--- config.mk ---
export PLATFORM = sky130hd
export DESIGN_NAME = switch_debounce
export DESIGN_NICKNAME = d
export VERILOG_FILES = /design/src/rtl/switch_debounce_pkg.sv /design/src/rtl/debounce_bit.sv /design/src/rtl/switch_debounce.sv
export SDC_FILE = /design/constraint.sdc
export NUM_CORES = 1
export LEC_CHECK = 0
export ABC_AREA = 1
export BUFFER_PORTS_ARGS = -buffer_cell sky130_fd_sc_hd__clkbuf_2
export CAP_MARGIN = 20
export CORE_ASPECT_RATIO = 0.7
export CORE_MARGIN = 2
export CORE_UTILIZATION = 35
export DETAILED_ROUTE_END_ITERATION = 10
export PLACE_DENSITY = 0.56
export SYNTH_ARGS = -nofsm -noshare
export SYNTH_HDL_FRONTEND = slang
export SYNTH_SLANG_ARGS = --single-unit
--- constraint.sdc ---
create_clock -name clk -period 1.5 [get_ports clk]
set_clock_uncertainty 0.1 [all_clocks]
set_input_delay 0.3 -clock clk [delete_from_list [all_inputs] [get_ports clk]]
set_output_delay 0.3 -clock clk [all_outputs]
set_load 0.005 [all_outputs]
--- src/rtl/switch_debounce_pkg.sv ---
// Shared types and default sizing for the switch debouncer.
package switch_debounce_pkg;

    typedef enum logic {
        DEB_STABLE   = 1'b0,
        DEB_COUNTING = 1'b1
    } deb_state_t;

    localparam int DEB_WIDTH   = 4;
    localparam int DEB_CNT_MAX = 15;

endpackage

--- src/rtl/debounce_bit.sv ---
// Single-bit debounce filter: optional 2-flop synchronizer (SWITCH_DEBOUNCE_SYNC_EN),
// saturating run counter, two-state FSM and registered edge pulses.
module debounce_bit
    import switch_debounce_pkg::*;
#(
    parameter int CNT_MAX = DEB_CNT_MAX,
    parameter int CNT_W   = $clog2(CNT_MAX + 1)
) (
    input  logic clk,
    input  logic reset,
    input  logic sw_i,
    output logic y_o,
    output logic rise_o,
    output logic fall_o,
    output logic pulse_d_o
);

    logic s;

`ifdef SWITCH_DEBOUNCE_SYNC_EN
    logic [1:0] sync_q, sync_d;

    always_comb sync_d = {sync_q[0], sw_i};

    always_ff @(posedge clk) begin
        if (reset) sync_q <= '0;
        else       sync_q <= sync_d;
    end

    assign s = sync_q[1];
`else
    assign s = sw_i;
`endif

    deb_state_t       state_q, state_d;
    logic [CNT_W-1:0] cnt_q, cnt_d;
    logic             y_q, y_d;
    logic             rise_q, rise_d;
    logic             fall_q, fall_d;
    logic             differ, accept;

    always_ff @(posedge clk) begin
        if (reset) begin
            state_q <= DEB_STABLE;
            cnt_q   <= '0;
            y_q     <= 1'b0;
            rise_q  <= 1'b0;
            fall_q  <= 1'b0;
        end else begin
            state_q <= state_d;
            cnt_q   <= cnt_d;
            y_q     <= y_d;
            rise_q  <= rise_d;
            fall_q  <= fall_d;
        end
    end

    // A run of CNT_MAX differing samples is accepted on its last sample, so
    // the counter tops out at CNT_MAX-1 and never wraps.
    always_comb begin
        differ  = (s != y_q);
        accept  = differ && (cnt_q == CNT_W'(CNT_MAX - 1));
        state_d = DEB_STABLE;
        cnt_d   = '0;
        if (differ && !accept) begin
            state_d = DEB_COUNTING;
            cnt_d   = (state_q == DEB_COUNTING) ? cnt_q + CNT_W'(1) : CNT_W'(1);
        end
    end

    always_comb begin
        y_d    = y_q;
        rise_d = 1'b0;
        fall_d = 1'b0;
        if (accept) begin
            y_d    = s;
            rise_d = s;
            fall_d = ~s;
        end
    end

    assign y_o       = y_q;
    assign rise_o    = rise_q;
    assign fall_o    = fall_q;
    assign pulse_d_o = rise_d | fall_d;

endmodule

--- src/rtl/switch_debounce.sv ---
// Debounced switch bank: WIDTH independent filters plus a registered any-change strobe.
// Define SWITCH_DEBOUNCE_SYNC_EN to put a 2-flop synchronizer in front of each filter.
module switch_debounce
    import switch_debounce_pkg::*;
#(
    parameter int WIDTH   = DEB_WIDTH,
    parameter int CNT_MAX = DEB_CNT_MAX,
    parameter int CNT_W   = $clog2(CNT_MAX + 1)
) (
    input  logic             clk,
    input  logic             reset,
    input  logic [WIDTH-1:0] sw,
    output logic [WIDTH-1:0] y,
    output logic [WIDTH-1:0] rise,
    output logic [WIDTH-1:0] fall,
    output logic             changed
);

    logic [WIDTH-1:0] pulse_d;
    logic             changed_q, changed_d;

    for (genvar g = 0; g < WIDTH; g++) begin : g_bit
        debounce_bit #(
            .CNT_MAX (CNT_MAX),
            .CNT_W   (CNT_W)
        ) u_bit (
            .clk       (clk),
            .reset     (reset),
            .sw_i      (sw[g]),
            .y_o       (y[g]),
            .rise_o    (rise[g]),
            .fall_o    (fall[g]),
            .pulse_d_o (pulse_d[g])
        );
    end

    // Built from next-cycle pulses so it lines up with rise/fall.
    always_comb changed_d = |pulse_d;

    always_ff @(posedge clk) begin
        if (reset) changed_q <= 1'b0;
        else       changed_q <= changed_d;
    end

    assign changed = changed_q;

endmodule

Word level (Yosys, flattened, before mapping)
Cells that the tools add are included.
Word-level totals
  register bits after elaboration: 33
  output and inout port bits: 13
  word-level logic and storage cells: 90
Operators by class
  add/sub/neg operators: 4
  equal/unequal tests: 8
  mux-type cells: 16
  bitwise operators: 16
  reductions and logical operators: 21
Operators with widths (count)
  $add 4x1->4 const B: 4
  $eq 4x4->1 const B: 4
  $mux 1: 16
  $not 1->1: 12
  $reduce_or 3->1: 4
  $logic_and 1x1->1: 8
  $reduce_or 2->1: 4
  $logic_not 1->1: 4
  $ne 1x1->1: 4
  $or 1x1->1: 4
  $reduce_or 4->1: 1

Depth between registers and ports, before layout
Gate-level depths: netlist of run 1.
  word-level depth: 6
  mapped depth: 8
  mapped depth without buffers: 8

Modules after synthesis
From an unflattened synthesis of run 1, not the netlist that was laid out.
Unflattened totals
  cell total of the unflattened synthesis: 172
  area, all modules: 1418.9 µm²
Modules (own cells, without submodules)
  debounce_bit: times used 4, cells each 42, area each 346.6 µm²
  switch_debounce: times used 1, cells each 4, area each 32.5 µm²

Worst setup path after synthesis of run 1
Ideal clock, no wire load.
  path type: flip-flop to flip-flop
  start: reg g_bit[1].u_bit.cnt_q[0]
  end: reg changed_q, in the netlist changed
  data arrival time: 0.966 ns
  required time: 1.286 ns
  setup slack: 0.321 ns
  stages on the path, launching flop included: 9
  path buffers: 0
  clock period less this slack: 1.179 ns
  cell sequence: dfxtp_1 -> inv_1 -> ha_1 -> nand3_1 -> inv_1 -> nand2_1 -> nand2_1 -> nor2_1 -> nor2_1
Between the ends
  cells in the longest elaborated chain, start to end: 5
  elaborated cells between the ends (all ways): 6
  classes of those cells: eq/ne: 1; mux: 2; bitwise: 1; reduce/logical: 2
Ends and longest elaborated chain
  start: declaration: RTL line debounce_bit.sv:36  | logic [CNT_W-1:0] cnt_q, cnt_d;
  start signal: assignment: RTL line debounce_bit.sv:51  | cnt_q <= cnt_d;
  $eq 4x4->1 (*): RTL line debounce_bit.sv:62  | accept = differ && (cnt_q == CNT_W'(CNT_MAX - 1));
  $logic_and 1x1->1 (*): RTL line debounce_bit.sv:62
  $mux 1: RTL line debounce_bit.sv:75  | if (accept) begin
  $or 1x1->1 (*): RTL line debounce_bit.sv:85  | assign pulse_d_o = rise_d | fall_d;
  $reduce_or 4->1 (*): RTL line switch_debounce.sv:38  | always_comb changed_d = |pulse_d;
  end signal: assignment: RTL line switch_debounce.sv:42  | else changed_q <= changed_d;
  end: declaration: RTL line switch_debounce.sv:20  | logic changed_q, changed_d;
Mark *: on every way between the ends. The rest lies on a longest branch, timed or not.
A chain may end at the register's enable or synchronous reset.

Final worst setup path of run 1
  start: reg g_bit[2].u_bit.cnt_q[0]
  end: reg changed_q, in the netlist changed
Between the ends
  cells in the longest elaborated chain, start to end: 5
  elaborated cells between the ends (all ways): 6
  classes of those cells: eq/ne: 1; mux: 2; bitwise: 1; reduce/logical: 2
Ends and longest elaborated chain (RTL line)
  start: declaration: debounce_bit.sv:36
  start signal: assignment: debounce_bit.sv:51
  $eq 4x4->1 (*): debounce_bit.sv:62
  $logic_and 1x1->1 (*): debounce_bit.sv:62
  $mux 1: debounce_bit.sv:75
  $or 1x1->1 (*): debounce_bit.sv:85
  $reduce_or 4->1 (*): switch_debounce.sv:38
Marked as above.

==> impl_summary.md, run 1 <==
Outcome
The flow ran to the end, and the final reports show no timing, DRC or antenna violations.

Timing
Setup repair after global routing left no endpoint under its margin. Derived from the worst setup path, the maximum achievable clock frequency is 0.7836 GHz. Setup violations remaining at the end of the flow were counted as 0.

The setup TNS after final layout is 0 ns. The routed design could run at a clock period as short as 1.276 ns. The final hold violation count is 0. The slack of the critical path is 0.2239 ns. The number of max-slew violations in the final report came to 0. The final period utilization is 0.8508. The slew at the pin closest to its max-slew limit is 0.2301 ns. The remaining max-slew budget at the tightest pin is 0.8464.

GRT
The initial antenna violation count was 0. The number of global-route vias before repair is 896. Entering global routing, the biggest net connects 11 pins.

Summed over all layers, the global routing overflow is 0. The wire length of the first global-routing pass is 3705 um. The global router's overall resource usage is 0.1130.

Synthesis
Of the synthesized area, sequential elements account for 0.4761. Synthesis instantiated 18 different standard cells from the library. Sorting the synthesized cells by area gives the leading types as sky130_fd_sc_hd__dfxtp_1, sky130_fd_sc_hd__ha_1, sky130_fd_sc_hd__buf_4. Counting flops with a built-in enable in the synthesized netlist gives 0. The commonest cells after synthesis are sky130_fd_sc_hd__dfxtp_1, sky130_fd_sc_hd__nor2_1, sky130_fd_sc_hd__inv_1, sky130_fd_sc_hd__nand2_1, sky130_fd_sc_hd__nand2_2. For this run, the number of Yosys warnings is 0. The largest area contributor in the netlist is sky130_fd_sc_hd__dfxtp_1. Of the post-synthesis cell area, the dominant cell type holds 0.4761. The post-synthesis average cell area is 9.010 um^2. The number of synthesized register bits is 33. The gate count of the mapped netlist is 154. The async set-or-reset flop fraction in the synthesized netlist is 0.

Among all flip-flop cells after synthesis, the most frequent one is sky130_fd_sc_hd__dfxtp_1. The most used standard cell by instance count after synthesis is sky130_fd_sc_hd__dfxtp_1. After synthesis the cells add up to 0.001388 mm^2.

The number of nets in the synthesized netlist is 168.

Critical path
The arrival time reported for the critical path endpoint is between 1 and 1.5 ns. Along the worst path, the maximum fanout reaches 4. The startpoint kind of the worst setup timing path is a flop.

The slowest stage of the critical path belongs to the cell sky130_fd_sc_hd__dfxtp_1. The register-to-register setup slack is 0.22 ns. The buffers plus inverters on the worst setup path is 2. The worst setup path category is reg -> reg. STA classifies the critical path endpoint as a flop. Grouping stages by cell kind, the critical path spends the most delay in flip-flops.

The largest stage delay on the critical path is about 0.37 ns. The required arrival time at the worst endpoint is 1.58 ns. The critical path goes through inv_1 > ha_1 > nand3_1 > inv_1 > nand2_1 > nand2_1 > nor2_1 > nor2_1. The critical path depth is 8. The number of cells on the worst reg-to-reg path is 8.

Floorplan
The width of the die is 79.26 um. The vertical extent of the die is 56.68 um. The placeable core region is 0.003851 mm^2. The count of standard-cell rows is 19. The number of top-level pins is 19. The die area is 0.004492 mm^2. The initial utilization of the core area, before any placement, comes to 0.3603.

Clock tree
The clock tree from TritonCTS is built. After clock tree synthesis, the setup repair step added 0 buffers. Buffers inserted during clock tree synthesis total 5. Once the clock tree was built, the resizer swapped 0 gates to a different size. The maximum level of the CTS H-tree is 2. Clock latency on the worst-skew pair, taken at its later pin, is 0.29 ns. The total number of clock tree sinks is 33. Clock tree synthesis selected as its root buffer the cell sky130_fd_sc_hd__clkbuf_8.

After clock tree synthesis, the clock-pin slew on the worst setup and hold paths is 0.07 ns. Counting along the longest clock path gives a buffer depth of 2. The number of hold buffers added after CTS is 0.

Layout
The share of post-route cells with drive strength above 1 is 0.2840. The post-synthesis to final-layout area growth is 13.35%. After the last flow step, the layout net total stands at 182.

The final antenna diode count is 0.

Routing
Dividing the detail-routed via count by the number of cells gives approximately 4.2. Once detail routing completed, the nets flagged for antenna violations numbered 0. The number of iterations in the first detailed-routing pass is 4. The average wire length per cell after detail routing is 9.548 um. The number of remaining DRC errors is 0. Wires add up to 2110 um. The via count is 927. The DRC marker count from the first detailed-route iteration is 27.

Hold path
The depth of the worst hold-timing path is 3. In this run the worst hold path is classified as in -> reg.

Pwr
IR analysis of the VDD net gives a maximum drop of 0.3889 mV. The cell leakage power is 0.0006994 uW. The power density relative to cell area is between 1000 and 1500 mW/mm^2.

Placement
The detailed-placement wirelength estimate is 1647 um. Prior to clock tree synthesis, the placed netlist has a worst setup slack of between 0.2 and 0.25 ns. The final weighted congestion in routability-driven placement is 0.6900. The count of input and output buffers is 18.

Job
Max-cap violations in this run came to 0.
worst register-to-register path, stage by stage, from the launching register on:
cell                      delay, ns
sky130_fd_sc_hd__dfxtp_1       0.37
sky130_fd_sc_hd__inv_1         0.06
sky130_fd_sc_hd__ha_1          0.20
sky130_fd_sc_hd__nand3_1       0.10
sky130_fd_sc_hd__inv_1         0.07
sky130_fd_sc_hd__nand2_1       0.08
sky130_fd_sc_hd__nand2_1       0.05
sky130_fd_sc_hd__nor2_1        0.09
sky130_fd_sc_hd__nor2_1        0.04
through the flow:
step	instances	power, uW	hold slack, ns	cell area [um^2]	utilization
6_report	221	1826	0.1528	1573	0.4084
3_5_place_dp	213	990.8	0.3507	1456	0.3782
5_1_grt	221	1917	0.1751	1573	0.4084
4_1_cts	221	1860	0.1493	1573	0.4084
3_3_place_gp	213	988.2	0.3419	1456	0.3782
2_1_floorplan	154	967.2	0.2722	1388	-
layout by cell type (no fill, tap or decap):
master	n
sky130_fd_sc_hd__xnor2_1	4
sky130_fd_sc_hd__nand3_2	1
sky130_fd_sc_hd__a211oi_1	4
sky130_fd_sc_hd__nand2_2	14
sky130_fd_sc_hd__clkbuf_8	6
sky130_fd_sc_hd__inv_2	2
sky130_fd_sc_hd__ha_1	8
sky130_fd_sc_hd__nand2_1	15
sky130_fd_sc_hd__nand3_1	11
sky130_fd_sc_hd__inv_1	15
sky130_fd_sc_hd__clkbuf_1	1
sky130_fd_sc_hd__bufinv_16	1
sky130_fd_sc_hd__clkbuf_2	18
sky130_fd_sc_hd__nor2_1	20
sky130_fd_sc_hd__o31ai_1	1
sky130_fd_sc_hd__o21ai_1	3
sky130_fd_sc_hd__nor3_1	2
sky130_fd_sc_hd__buf_4	2
sky130_fd_sc_hd__nor2_4	4
sky130_fd_sc_hd__dfxtp_1	33
sky130_fd_sc_hd__xor2_1	4
power breakdown:
group / internal, uW / switching, uW / total, uW
Clock: 541 / 315 / 856
Combinational: 27.1 / 42.8 / 69.9
Sequential: 889 / 10.8 / 900
registers in the layout, summed over array words and instances, names as in the netlist:
register,flops
g_bit.u_bit.cnt_q,16
g_bit.u_bit.fall_o,4
g_bit.u_bit.rise_o,4
g_bit.u_bit.state_q,4
g_bit.u_bit.y_o,4
changed,1
cell type report:
class	count	area, um^2
tap	52	65.06
timing repair buffer	20	105.1
fill	392	2278
sequential	33	660.6
clock inverter	1	30.03
multi-input combinational	91	561.8
clock buffer	7	86.33
inverter	17	63.81
logic make-up after synthesis:
group / after synthesis / synth area share
simple gates: 67 / 0.2444
flops: 33 / 0.4761
fa+ha+maj: 8 / 0.07214
buf+inv: 30 / 0.1190
xor+xnor: 8 / 0.05049
compound gates: 8 / 0.03787
per-layer routing:
layer,part of all wire,GRT usage,up-vias
met2,0.40,0.1671,18
met1,0.51,0.1264,408
met5,0,0,-
met4,0.018,0.05172,0
met3,0.064,0.07395,5
li1,-,-,496
worst paths after layout:
path                                              start                       to
worst max-delay path            g_bit[2].u_bit.cnt_q[0]                  changed
worst max register to register  g_bit[2].u_bit.cnt_q[0]                  changed
worst min-delay path                              sw[3]    g_bit[3].u_bit.rise_o
worst min register to register   g_bit[3].u_bit.state_q  g_bit[3].u_bit.cnt_q[0]
Power figures use the tool's default switching activity.
==> run 2, diff against run 1 <==
- CORE_UTILIZATION: 35 -> 55
- PLACE_DENSITY: 0.56 -> 0.8
==> impl_summary.md, run 2 (same netlist as run 1, synthesis figures left out) <==
Outcome
The flow ran to the end, and the final reports show no timing, DRC or antenna violations.

Routing
The average vias per placed instance is between 4 and 5. The via count is 937. The first TritonRoute pass finished after 4 iterations. The average wire length per cell after detail routing is 10.62 um. The number of routed nets with antenna violations is 0. After the first detailed-routing iteration, the DRC count stood at 15.

The post-detailed-routing wire length is 2146 um. The number of remaining DRC errors is 0.

Timing
The number of max-slew violations in the final report was 0. The final period demand of the worst path is 1.299 ns. For the pin with the worst max-slew slack, the measured transition is approximately 0.22 ns.

The final period utilization is 0.8662. The final hold violation count is 0. The achievable clock frequency is 0.7697 GHz. Setup violations remaining at the end of the flow were counted as 0.

The worst pin sits at a relative slew slack of 0.8542. Setup repair after global routing left no endpoint under its margin. In the final timing run, aggregate negative setup slack is 0 ns.

Layout
The final antenna diode count is 0. The register with the most flip-flops in the layout has 16 of them. The final net count is between 150 and 200. The leading cell type in the layout, fill and taps excluded is sky130_fd_sc_hd__dfxtp_1. The final cell count without fillers is 202. Of the cells placed in the final design, the portion with a size suffix greater than 1 is 0.2798. The final design utilization is 0.6243. Counting flops per register, the top entry is g_bit.u_bit.cnt_q.

Once layout is done, the placed cells without fillers occupy 0.001511 mm^2. The library cells used most frequently in the layout, excluding fill and tap cells, are sky130_fd_sc_hd__dfxtp_1, sky130_fd_sc_hd__nor2_1, sky130_fd_sc_hd__clkbuf_2. The post-synthesis to final-layout area growth is 8.927%.

Fill cells in the final layout number 220.

Placement
Counting tap cells, the placed design contains a total of 194 instances. The congestion estimate from routability-driven global placement came to 0.7894. Port buffering added 18 buffers.

The detailed-placement wirelength estimate is 1671 um. The placement-stage cell area is 0.001426 mm^2.

Critical path
Measured in cells, the most critical reg-to-reg path has a length of 8. The critical-path maximum fanout is 4. The largest stage delay on the critical path is around 0.42 ns.

The slowest cell on the critical path is sky130_fd_sc_hd__dfxtp_1. The launching point of the worst reg2reg path is g_bit[1].u_bit.cnt_q[0]. The arrival time reported for the critical path endpoint is 0.90 ns. Grouping stages by cell kind, the critical path spends the most delay in flip-flops. The worst register-to-register path has a setup slack of 0.21 ns. The worst setup path is captured at an output pin. The worst setup path is launched from a flop. The required arrival time at the worst endpoint is ~1.1 ns. The buffers plus inverters on the worst setup path is 1. The worst register-to-register path ends at changed. Walking the worst path, the cells encountered are clkbuf_2. By startpoint and endpoint, the worst setup path is classified as reg -> out.

Pwr
The share of total power in the clock network is 0.415. The analysis attributes to cell leakage a power of 0.0006817 uW. The sequential share of power is 0.544. Of the total power, combinational logic draws 0.041. The internal power summed over all cells is around 1300 uW.

The power dissipated by switching net loads is 342.8 uW. IR analysis of the VDD net gives a maximum drop of between 0.7 and 0.8 mV. The switching part of the total power is 0.2071.

The power density relative to cell area is 1095 mW/mm^2.

GRT
For met2 alone, demand over resource in global routing was 0.2917. The total congestion overflow after global routing is 0. The first global-routing pass estimated 3560 um of wire. The number of global-route vias before repair came to 885. For met3 alone, demand over resource in global routing was 0.08911. The global router's overall resource usage is 0.1715. The global routing stage identified its most utilized layer as met2. For met1 alone, demand over resource in global routing was 0.1771. The initial antenna violation count is 0.

Entering global routing, the biggest net connects 13 pins.

Clock tree
The register clock-pin slew on the reported worst setup and hold paths is about 0.10 ns. The clock tree buffer depth is 2. The clock root buffer is sky130_fd_sc_hd__clkbuf_4. The number of gates resized after cts is 0. TritonCTS built the clock tree. Buffers inserted during clock tree synthesis total 5. The clock reaches the later pin of the worst-skew pair after 0.33 ns. The total number of clock tree sinks is 33.

The number of hold buffers added after CTS is 0. The maximum level of the CTS H-tree is 2. Buffers added to address setup during post-CTS repair amount to 0.

Floorplan
The number of top-level pins is 19. The die is 46.03 um tall. The placeable core region is roughly 0.0024 mm^2.

Measured along the x axis, the die boundary spans 64.04 um. The die area is 0.002947 mm^2. The floorplan has 15 rows. The initial utilization of the core area, before any placement, comes to 0.5731.

Hold path
The launch point of the worst hold path is sw[1]. The worst-case hold path end point is g_bit[1].u_bit.rise_o. In this run the worst hold path is classified as in -> reg. Counting instances, the worst hold path has a depth of 3.

Job
The number of violations of the max-capacitance limit is 0.
run 2: cell types whose count changed in the layout (fill, tap and decap cells not counted):
cell,change
sky130_fd_sc_hd__clkbuf_4,+5
sky130_fd_sc_hd__clkbuf_8,-5
sky130_fd_sc_hd__buf_4,-1
run 2: worst min-delay path: stages:
cell,delay (ns)
sky130_fd_sc_hd__clkbuf_2,0.09
sky130_fd_sc_hd__nand2_2,0.08
sky130_fd_sc_hd__nor2_1,0.04
run 2: worst max path at each step:
stage	start	end	slack [ns]	cells past startpoint
6_report	g_bit[0].u_bit.y_o	y[0]	0.20	1
5_1_grt	g_bit[0].u_bit.cnt_q[0]	changed	0.1	8
4_1_cts	g_bit[0].u_bit.y_o	y[0]	0.18	1
3_5_place_dp	g_bit[1].u_bit.cnt_q[0]	changed	0.21	8
3_3_place_gp	g_bit[1].u_bit.cnt_q[0]	changed	0.25	8
2_1_floorplan	g_bit[1].u_bit.cnt_q[0]	changed	0.32	8
run 2: power by group through the flow:
stage / sequential [uW] / combinational, uW / clock, uW
global route: 902 / 77.7 / 741
finish: 900 / 68.1 / 687
floorplan: 918 / 49.4 / 0
detailed placement: 920 / 69.0 / 0
global placement: 919 / 65.4 / 0
CTS: 900 / 69.6 / 700
run 2: cell type report:
cell class,count,area (um^2),share of cell area
Sequential cell,33,660.6,0.4371
Multi-Input combinational cell,91,561.8,0.3717
Timing Repair Buffer,19,97.59,0.06457
Inverter,17,63.81,0.04222
Clock buffer,7,55.05,0.03642
Tap cell,34,42.54,0.02815
Clock inverter,1,30.03,0.01987
run 2: metrics by stage:
stage	worst slack [ns]	hold slack, ns	power, uW
floorplan	0.3205	0.2722	967.2
global placement	0.2457	0.3433	984.5
detailed placement	0.2127	0.3553	989.5
CTS	0.1809	0.1152	1670
global route	0.09875	0.1156	1721
finish	0.2007	0.1185	1655
run 2: routing by layer:
| metal | vias to the layer above | routed length (um) |
|---|---|---|
| met2 | 21 | 997 |
| li1 | 496 | - |
| met4 | 0 | 20 |
| met1 | 415 | 993 |
| met5 | - | 0 |
| met3 | 5 | 135 |
==> run 3, diff against run 2 <==
- BUFFER_PORTS_ARGS: -buffer_cell sky130_fd_sc_hd__clkbuf_2 -> unset
- CORE_UTILIZATION: 55 -> 60
- DONT_BUFFER_PORTS: unset -> 1
- PLACE_DENSITY: 0.8 -> 0.79
- RECOVER_POWER: unset -> 25
==> impl_summary.md, run 3 (same netlist as run 1, synthesis figures left out) <==
Pwr
Internal power comes to 1091 uW. The power dissipated by switching net loads is 361.7 uW. The worst-case IR drop observed on VDD is 0.5537 mV.

The share of total power in the clock network is 0.335. The power density relative to cell area is 1022 mW/mm^2. Of the total power, combinational logic draws 0.046. The switching part of the total power is 0.2489.

Summed over all cells, the static leakage comes to approximately 0.00060 uW. The sequential share of power is 0.620.

GRT
In the global route stage, met2 resource usage came out at 0.2800. The routing layer with the top usage in global route is met2. For this run the aggregate overflow at the end of global routing stands at 0. The global router's overall resource usage is 0.1876.

The number of global-route vias before repair came to 880. The pin count of the biggest net entering global routing is 13. The first global-routing pass estimated 3512 um of wire. The initial antenna violation count is 0. For this run, global-route usage on met3 was measured as 0.07895. The global routing usage on met1 is 0.2179.

Layout
The final antenna diode count is 0. The number of fill cells is 199. Leaving out fill and tap cells, the most frequent cell in the layout is sky130_fd_sc_hd__dfxtp_1. After the last flow step, the layout net total stands at around 170.

In the layout the commonest cells are sky130_fd_sc_hd__dfxtp_1, sky130_fd_sc_hd__nor2_1, sky130_fd_sc_hd__inv_1, sky130_fd_sc_hd__nand2_1, sky130_fd_sc_hd__nand2_2. The post-synthesis to final-layout area growth is 2.434%. The finished cells cover 0.001421 mm^2. The number of flip-flops under the largest register name is 16. The register ranked first by flip-flop count is g_bit.u_bit.cnt_q. Of the cells placed in the final design, the portion with a size suffix greater than 1 is 0.1895.

Floorplan
The die covers ~0.0027 mm^2. The count of standard-cell rows is 14. The width of the die is 61.48 um.

The initial core utilization is 0.6388. The number of top-level pins is 19. The placeable core region is 0.002172 mm^2. The vertical extent of the die is between 40 and 50 um.

Critical path
The slowest cell on the critical path is sky130_fd_sc_hd__dlygate4sd3_1. The critical path goes through dlygate4sd3_1 > nor2_4 > nand2_2 > nor2_1. The kind of end point of the critical path is a flop.

On the worst path, the slowest cell contributes a delay of 0.99 ns. By startpoint and endpoint, the worst setup path is classified as in -> reg. The critical-path maximum fanout is 12. STA classifies the critical path startpoint as an input pin. The arrival time reported for the critical path endpoint is 1.52 ns. The required arrival time at the worst endpoint is 1.65 ns.

Placement
At the end of routability-driven placement, the weighted congestion stood at 0.7196. Port buffering added 0 buffers. The detailed-placement wirelength estimate is 1529 um. The placement-stage cell area is about 0.0013 mm^2. The minimum setup slack after placement is 0.2387 ns.

Timing
The setup TNS after final layout is 0 ns. The setup-violating endpoint count in the final report is 0. Static timing analysis puts the maximum clock frequency at 0.7258 GHz.

The remaining max-slew budget at the tightest pin is 0.5296. The final period utilization is 0.9185. Setup repair after global routing left no endpoint under its margin. The number of max-slew violations in the final report was 0. The final hold violation count is 0. The worst path needs 1.378 ns of the cycle, external delays included.

For the pin with the worst max-slew slack, the measured transition is 0.7033 ns. The slack of the critical path is 0.1223 ns.

Clock tree
Counting along the longest clock path gives a buffer depth of 2. The number of buffers added by the clock tree synthesis step is 5. After clock tree synthesis, the clock-pin slew on the worst setup and hold paths is approximately 0.1 ns. At the later pin of the worst-skew pair, clock insertion delay measures 0.35 ns.

The clock net in this run drives a total of 33 sinks. The H-tree was split into 2 levels. The number of gates resized after cts is 0. The total setup buffers inserted after CTS is 0.

TritonCTS built the clock tree. Clock tree synthesis selected as its root buffer the cell sky130_fd_sc_hd__clkbuf_4.

Routing
For this block, the routed nets add up to 2085 um of wire. The first TritonRoute pass finished after 3 iterations. For this block, the via count after detailed routing is between 800 and 900. The detail route stage leaves a number of antenna-violating nets equal to 0. The average vias per placed instance is 4.811. In this run, the number of DRC markers left after iteration 0 of detailed routing was 24. In the final routed layout, each cell accounts on average for roughly 11 um. The number of remaining DRC errors is 0.

Outcome
The flow ran to the end, and the final reports show no timing, DRC or antenna violations.

Job
The number of violations of the max-capacitance limit is 0.

Hold path
The worst hold path belongs to the class in -> reg.
[run 3: cell count changes in the layout (fill, tap and decap cells not counted), sizes merged]
| cell | change |
|---|---|
| clkinv | +2 |
| dlygate4sd3 | +4 |
| clkinvlp | +1 |
| buf | -1 |
| clkbuf | -20 |
| bufinv | -1 |
[run 3: worst paths after layout]
kind                                              start                       to  slack, ns  cells past startpoint
worst max-delay path                              reset  g_bit[3].u_bit.cnt_q[2]       0.12                      4
worst min-delay path                              sw[2]    g_bit[2].u_bit.rise_o       0.01                      2
worst max register to register  g_bit[1].u_bit.cnt_q[0]                  changed       0.16                      8
worst min register to register   g_bit[2].u_bit.state_q  g_bit[2].u_bit.cnt_q[0]       0.37                      1
[run 3: timing repair]
action / 4_1_cts / 5_1_grt
hold buffers: 4 / 0
setup endpoints to repair: 0 / 0
hold endpoints to repair: 14 / 0
[run 3: cell type report]
cell class                      count  area, um^2  area share
Clock buffer                        5       37.54     0.02641
Clock inverter                      3       17.52     0.01232
Inverter                           17       63.81     0.04489
Multi-Input combinational cell     91       561.8      0.3952
Sequential cell                    33       660.6      0.4648
Tap cell                           32       40.04     0.02817
Timing Repair Buffer                4       40.04     0.02817
[run 3: per-stage QoR]
stage | utilization | total power (uW) | instances | hold WS [ns]
final | 0.6544 | 1453 | 185 | 0.01000
after global routing | 0.6544 | 1509 | 185 | 0.01301
after CTS | 0.6544 | 1466 | 185 | 0.005414
after detailed placement | 0.6106 | 970.3 | 173 | 0.2765
after global placement | 0.6106 | 967.2 | 173 | 0.2743
after floorplan | - | 967.2 | 154 | 0.2722
[run 3: critical path: cells and delay by family]
family	cells	cell delay, ns
buf+inv	1	0.99
simple gates	3	0.23
[run 3: per-layer routing]
layer,routed length [um],share of wire
met3,135,0.065
met1,956,0.46
met2,925,0.44
met5,0,0
met4,67,0.032
[run 3: power by group through the flow]
stage          Combinational, uW  Sequential (uW)  Clock, uW
2_1_floorplan               49.4              918          0
3_3_place_gp                47.9              919          0
3_5_place_dp                50.5              920          0
4_1_cts                     67.0              900        499
5_1_grt                     74.4              902        532
6_report                    66.2              900        487
